### src/rtl/wb_mem_arbiter_pkg.sv
// Shared definitions for the data-memory arbiter and its neighbours.
// - arb_state_t : arbiter FSM encoding (2 bits), also exported on the debug port
// - FUNCT3_WORD : load/store size code for a full 32-bit word access
// - uart_request: classic Wishbone request qualifier (cyc & stb)
package wb_mem_arbiter_pkg;

  typedef enum logic [1:0] {
    S_CORE    = 2'd0,
    S_STALL   = 2'd1,
    S_UART    = 2'd2,
    S_RELEASE = 2'd3
  } arb_state_t;

  localparam logic [2:0] FUNCT3_WORD = 3'b010;

  function automatic logic uart_request(input logic cyc, input logic stb);
    return cyc & stb;
  endfunction

endpackage

### src/rtl/wb_timeout_counter.sv
// Ack-timeout counter for one bus transaction.
// Ports:
//   clk, rst  : clock, synchronous active-high reset
//   en        : count while the transaction is outstanding
//   clr       : return to zero (held while no transaction is outstanding)
//   expire    : high during the TIMEOUT_CYCLES-th enabled cycle (cnt == TIMEOUT_CYCLES-1)
module wb_timeout_counter #(
  parameter int TIMEOUT_CYCLES = 16
) (
  input  logic clk,
  input  logic rst,
  input  logic en,
  input  logic clr,
  output logic expire
);

  localparam int CW = $clog2(TIMEOUT_CYCLES);

  logic [CW-1:0] cnt;

  assign expire = en && (cnt == CW'(TIMEOUT_CYCLES - 1));

  // Saturates at the terminal value so a held enable can never wrap back
  // to zero and retrigger.
  always_ff @(posedge clk) begin
    if (rst || clr) begin
      cnt <= '0;
    end else if (en && !expire) begin
      cnt <= cnt + 1'b1;
    end
  end

endmodule

### src/rtl/wb_mem_arbiter.sv
// Two-master arbiter in front of the data memory slave.
// Master 0: core M-stage port, single-cycle, owns the bus by default.
// Master 1: UART Wishbone bridge (classic cyc/stb/ack), served on request;
//           the core is frozen through o_core_stall while the UART owns the bus.
// Ports:
//   clk, rst                      : clock, synchronous active-high reset
//   i_core_we/adr/dat/funct3      : core access request (always active)
//   o_core_dat                    : read data to core (straight from the slave)
//   o_core_stall                  : registered pipeline freeze
//   i_uart_cyc/stb/we/adr/dat     : UART bridge request
//   o_uart_dat/ack/err            : registered response (ack or err, one-cycle pulse)
//   o_mem_cyc/stb/we/adr/dat/funct3 : slave request (combinational)
//   i_mem_dat, i_mem_ack          : slave response
//   o_dbg_state                   : current arbiter state
//
// Handshake: a UART transaction is requested while cyc&stb are high in S_CORE.
// It is answered by exactly one of ack/err for one cycle, and the bus is handed
// back to the core only once the bridge has dropped stb, so each stb assertion
// is served once. Dropping cyc before the answer aborts with no ack/err.
module wb_mem_arbiter
  import wb_mem_arbiter_pkg::*;
#(
  parameter int DATA_WIDTH     = 32,
  parameter int MEM_ADDR_WIDTH = 9,
  parameter int TIMEOUT_CYCLES = 16
) (
  input  logic                      clk,
  input  logic                      rst,
  input  logic                      i_core_we,
  input  logic [31:0]               i_core_adr,
  input  logic [DATA_WIDTH-1:0]     i_core_dat,
  input  logic [2:0]                i_core_funct3,
  output logic [DATA_WIDTH-1:0]     o_core_dat,
  output logic                      o_core_stall,
  input  logic                      i_uart_cyc,
  input  logic                      i_uart_stb,
  input  logic                      i_uart_we,
  input  logic [31:0]               i_uart_adr,
  input  logic [DATA_WIDTH-1:0]     i_uart_dat,
  output logic [DATA_WIDTH-1:0]     o_uart_dat,
  output logic                      o_uart_ack,
  output logic                      o_uart_err,
  output logic                      o_mem_cyc,
  output logic                      o_mem_stb,
  output logic                      o_mem_we,
  output logic [MEM_ADDR_WIDTH-1:0] o_mem_adr,
  output logic [DATA_WIDTH-1:0]     o_mem_dat,
  output logic [2:0]                o_mem_funct3,
  input  logic [DATA_WIDTH-1:0]     i_mem_dat,
  input  logic                      i_mem_ack,
  output arb_state_t                o_dbg_state
);

  arb_state_t state, state_n;
  logic       tmo_expire;

  // Only the low address bits reach the slave.
  logic unused_adr_bits;
  assign unused_adr_bits = ^{i_core_adr[31:MEM_ADDR_WIDTH], i_uart_adr[31:MEM_ADDR_WIDTH]};

  assign o_dbg_state = state;
  assign o_core_dat  = i_mem_dat;

  // Counter is held at zero outside S_UART, so it always starts a
  // transaction from zero.
  wb_timeout_counter #(
    .TIMEOUT_CYCLES (TIMEOUT_CYCLES)
  ) u_timeout (
    .clk    (clk),
    .rst    (rst),
    .en     (state == S_UART),
    .clr    (state != S_UART),
    .expire (tmo_expire)
  );

  always_comb begin
    state_n = state;
    case (state)
      S_CORE:    if (uart_request(i_uart_cyc, i_uart_stb)) state_n = S_STALL;
      // One dead cycle lets the core access issued on the grant edge retire.
      S_STALL:   state_n = i_uart_cyc ? S_UART : S_RELEASE;
      S_UART:    if (!i_uart_cyc || i_mem_ack || tmo_expire) state_n = S_RELEASE;
      S_RELEASE: if (!i_uart_stb) state_n = S_CORE;
      default:   state_n = S_CORE;
    endcase
  end

  always_comb begin
    o_mem_cyc    = 1'b0;
    o_mem_stb    = 1'b0;
    o_mem_we     = 1'b0;
    o_mem_adr    = i_core_adr[MEM_ADDR_WIDTH-1:0];
    o_mem_dat    = i_core_dat;
    o_mem_funct3 = i_core_funct3;
    case (state)
      S_CORE: begin
        o_mem_cyc = 1'b1;
        o_mem_stb = 1'b1;
        o_mem_we  = i_core_we;
      end
      S_UART: begin
        // An abort (cyc dropped) must not leave a write strobe on the slave.
        o_mem_cyc    = i_uart_cyc;
        o_mem_stb    = i_uart_cyc;
        o_mem_we     = i_uart_we & i_uart_cyc;
        o_mem_adr    = i_uart_adr[MEM_ADDR_WIDTH-1:0];
        o_mem_dat    = i_uart_dat;
        o_mem_funct3 = FUNCT3_WORD;
      end
      default: ;
    endcase
  end

  always_ff @(posedge clk) begin
    if (rst) begin
      state        <= S_CORE;
      o_core_stall <= 1'b0;
      o_uart_ack   <= 1'b0;
      o_uart_err   <= 1'b0;
      o_uart_dat   <= '0;
    end else begin
      state        <= state_n;
      o_core_stall <= (state_n != S_CORE);
      o_uart_ack   <= 1'b0;
      o_uart_err   <= 1'b0;
      if (state == S_UART && i_uart_cyc) begin
        // Ack has priority over a timeout landing in the same cycle.
        if (i_mem_ack) begin
          o_uart_ack <= 1'b1;
          o_uart_dat <= i_mem_dat;
        end else if (tmo_expire) begin
          o_uart_err <= 1'b1;
        end
      end
    end
  end

endmodule

### config.mk
export PLATFORM = sky130hd
export DESIGN_NAME = wb_mem_arbiter
export DESIGN_NICKNAME = d
export VERILOG_FILES = /design/src/rtl/wb_mem_arbiter_pkg.sv /design/src/rtl/wb_timeout_counter.sv /design/src/rtl/wb_mem_arbiter.sv
export SDC_FILE = /design/constraint.sdc
export NUM_CORES = 1
export LEC_CHECK = 0
export CAP_MARGIN = 40
export CELL_PAD_IN_SITES_DETAIL_PLACEMENT = 0
export CELL_PAD_IN_SITES_GLOBAL_PLACEMENT = 1
export CORE_MARGIN = 2
export CORE_UTILIZATION = 14
export CTS_CLUSTER_SIZE = 14
export DETAILED_ROUTE_END_ITERATION = 8
export PLACE_DENSITY_LB_ADDON = 0.1
export SETUP_SLACK_MARGIN = 0.02
export SYNTH_ARGS = -nofsm -noshare
export SYNTH_HDL_FRONTEND = slang
export SYNTH_HIERARCHICAL = 1
export SYNTH_SLANG_ARGS = --single-unit
### constraint.sdc
create_clock -name clk -period 1.6 [get_ports clk]
set_input_delay 0.16 -clock clk [delete_from_list [all_inputs] [get_ports clk]]
set_output_delay 0.16 -clock clk [all_outputs]
set_load 0.01 [all_outputs]
==> results.json, run 1 <==
{
  "outcome": "completed",
  "htreeDepth": 2,
  "first_pass_iters": 4,
  "die_y_um": 136,
  "tritoncts": "done",
  "grt_start_max_net_pins": 34,
  "seq_area_frac_synth_pct": 33.9,
  "synth_seq_cells": 41,
  "cp-startpoint": "o_dbg_state[1]$_SDFF_PP0_",
  "synthesis.area_um2": 2420,
  "worst-setup-path-type": "register to output port",
  "num_vias": 2952,
  "cp-start-kind": "register",
  "fin_tns_setup_ns": 0,
  "seq_area_um2": 822,
  "synthTopCellsByArea": "dfxtp_1 34%, nand2_1 30%, buf_4 11%, a21oi_2 5.4%, a21oi_1 4.3%",
  "cp_max_fo": 11,
  "synthArstFlopShare_pct": 0,
  "hp-class": "input pin to register",
  "r2r_slack_ns": 0.10,
  "netlist.area_leader.share_pct": 33.9,
  "wl_per_cell_um": 13.7,
  "insertedDiodeCount": 0,
  "slew_viol_final": 0,
  "row_count": 48,
  "fp.dieW_um": 136,
  "crit_end": "o_dbg_state[1]",
  "end_kind": "output port",
  "postRouteAntennaNets": 0,
  "placed_cell_area_um2": 4820,
  "finalHoldViolCount": 0,
  "core_um2": 17100,
  "p_per_area_nw_per_um2": 680,
  "final_cell_count_no_fill": 796,
  "clock_skew_ns": 0.00581,
  "tightest_slew_ns": 0.317,
  "num-fill-cells": 1862,
  "drv_cap": 0,
  "dpl.hpwl_um": 7940,
  "power.leakage_nw": 2.01,
  "syn_to_final_growth_pct": 106,
  "synth_area_leader_cell": "dfxtp_1",
  "drive_gt1_share_pct": 17.2,
  "clock_latency_ns": 0.28,
  "clkTransAtPathRegs_ns": 0.06,
  "finalNetCount": 741,
  "relSlewSlack_pct": 78.8,
  "postSynthCellCount": 362,
  "synth_edf_count": 0,
  "synth.most_common_cell": "nand2_1",
  "drc": 0,
  "finalPower_mw": 3.39,
  "totalWireLength_um": 10900,
  "synth.net_count": 533,
  "crit_required_ns": 1.44,
  "numCtsBuffers": 5,
  "gp_congestion": 0.694,
  "synth_cell_type_count": 28,
  "fin_crit_sh_pct": 96.2,
  "setup_viol": 0,
  "hold_buffers": 0,
  "cp.arrival_ns": 1.38,
  "drt_iter0_drc": 65,
  "num_io_pins": 286,
  "rsz0062_at_grt": "true",
  "synthTopCellsByCount": "193 x nand2_1, 41 x dfxtp_1, 35 x buf_4",
  "rr_endpoint": "o_dbg_state[0]$_SDFF_PP0_",
  "grt_pass1_vias": 2837,
  "grt_pass1_wl_um": 16100,
  "clk_path_buf_depth": 2,
  "design_area_um2": 4980,
  "cts_sinks": 41,
  "avgViaCountPerCell": 3.71,
  "dp_cells": 780,
  "die_area_um2": 18400,
  "ys.flop_type": "dfxtp_1",
  "rr_startpoint": "o_dbg_state[0]$_SDFF_PP0_",
  "multiInputGateArea_um2": 1230,
  "ir_drop_v": 0.000395,
  "start_util_pct": 14.1,
  "whs_ns": 0.215,
  "root_buffer": "clkbuf_16",
  "r2r_cells": 7,
  "fin_crit_ns": 1.54,
  "yosysWarnings": 6,
  "grtUsageTotal_pct": 11.2,
  "antenna_found_initial": 0,
  "avgSynthCellArea_um2": 6.69,
  "io_buffers": 239,
  "fmax_mhz": 650,
  "overflow": 0
}
==> kinds of logic (layout without fill, tap and decap cells) <==
logic type / after synthesis / after routing / share of synthesized area, %
flops: 41 / 41 / 33.9
buf+inv: 60 / 269 / 17.0
mux: 2 / 2 / 0.827
fa+ha+maj: 1 / 1 / 0.517
compound gates: 40 / 40 / 11.5
simple gates: 218 / 218 / 36.3
==> repair_timing <==
action	CTS	global route
endpoints found under the hold margin	0	0
resized for setup	180	17
cloned	4	0
setup buffers	5	2
endpoints found under the setup margin	48	39
pin swaps	2	4
==> worst max-delay path: stages (launching register included) <==
cell             delay (ns)
dfxtp_1                0.37
buf_4                  0.19
clkdlybuf4s50_1        0.55
==> worst min-delay path by stage <==
stage	cells past startpoint	to	slack, ns	from
after floorplan	1	o_uart_err$_SDFF_PP0_	0.24	i_mem_ack
after global placement	2	o_uart_dat[11]$_SDFFE_PP0P_	0.44	o_uart_dat[11]$_SDFFE_PP0P_
after detailed placement	2	o_uart_dat[11]$_SDFFE_PP0P_	0.45	o_uart_dat[11]$_SDFFE_PP0P_
after CTS	2	o_uart_dat[21]$_SDFFE_PP0P_	0.21	rst
after global routing	2	o_uart_dat[21]$_SDFFE_PP0P_	0.24	rst
final	2	o_uart_dat[21]$_SDFFE_PP0P_	0.21	rst
==> cell usage in the layout (no fill, tap or decap), drive strengths merged <==
cell and instances:
nand2 193, clkdlybuf4s50 191, buf 57, dfxtp 41
a21oi 36, clkbuf 7, nor2 6, dlygate4sd2 5
inv 5, nand2b 4, clkdlybuf4s15 4, nor3 3
nand3 3, and2 2, nor4 2, mux2i 2
a2111oi 2, and4b 1, nand4b 1, or2b 1
o31ai 1, a311oi 1, or3 1, nand4 1
ha 1
==> registers in the layout, summed over array words and instances, names as in the netlist <==
signal         count
o_uart_err         1
o_uart_ack         1
o_dbg_state        2
o_uart_dat        32
u_timeout/cnt      4
o_core_stall       1
==> routing by layer <==
layer  share of wire [%]  GRT usage [%]  up-vias
li1                    -              -     1524
met1                  40           12.6     1298
met2                  51           20.9      128
met3                 8.8           3.55        2
met4                0.45           1.97        0
met5                   0              0        -
==> metrics by stage <==
stage | setup WS, ns | utilization [%]
2_1_floorplan | 0.0247 | -
3_3_place_gp | -0.0425 | 28.2
3_5_place_dp | -0.0633 | 28.2
4_1_cts | 0.0227 | 29.1
5_1_grt | -0.00886 | 29.1
6_report | 0.0607 | 29.1
==> where the power goes <==
| part | switching (mW) | internal (mW) | total (mW) |
|---|---|---|---|
| combinational | 0.541 | 0.694 | 1.24 |
| clock | 0.419 | 0.670 | 1.09 |
| sequential | 0.0136 | 1.05 | 1.06 |
==> layout make-up <==
type / count / share of cell area [%]
Multi-Input combinational cell: 261 / 24.8
Timing Repair Buffer: 257 / 49.4
Tap cell: 225 / 5.66
Sequential cell: 41 / 16.5
Inverter: 4 / 0.453
Clock inverter: 1 / 0.176
Clock buffer: 7 / 3.07
Note: power is estimated with default switching activity, not from simulation.
==> run 2, diff against run 1 <==
- GPL_ROUTABILITY_DRIVEN: not set -> 1
==> results of run 2 <==
The final DEF is identical to that of run 1; final timing and power are the same.
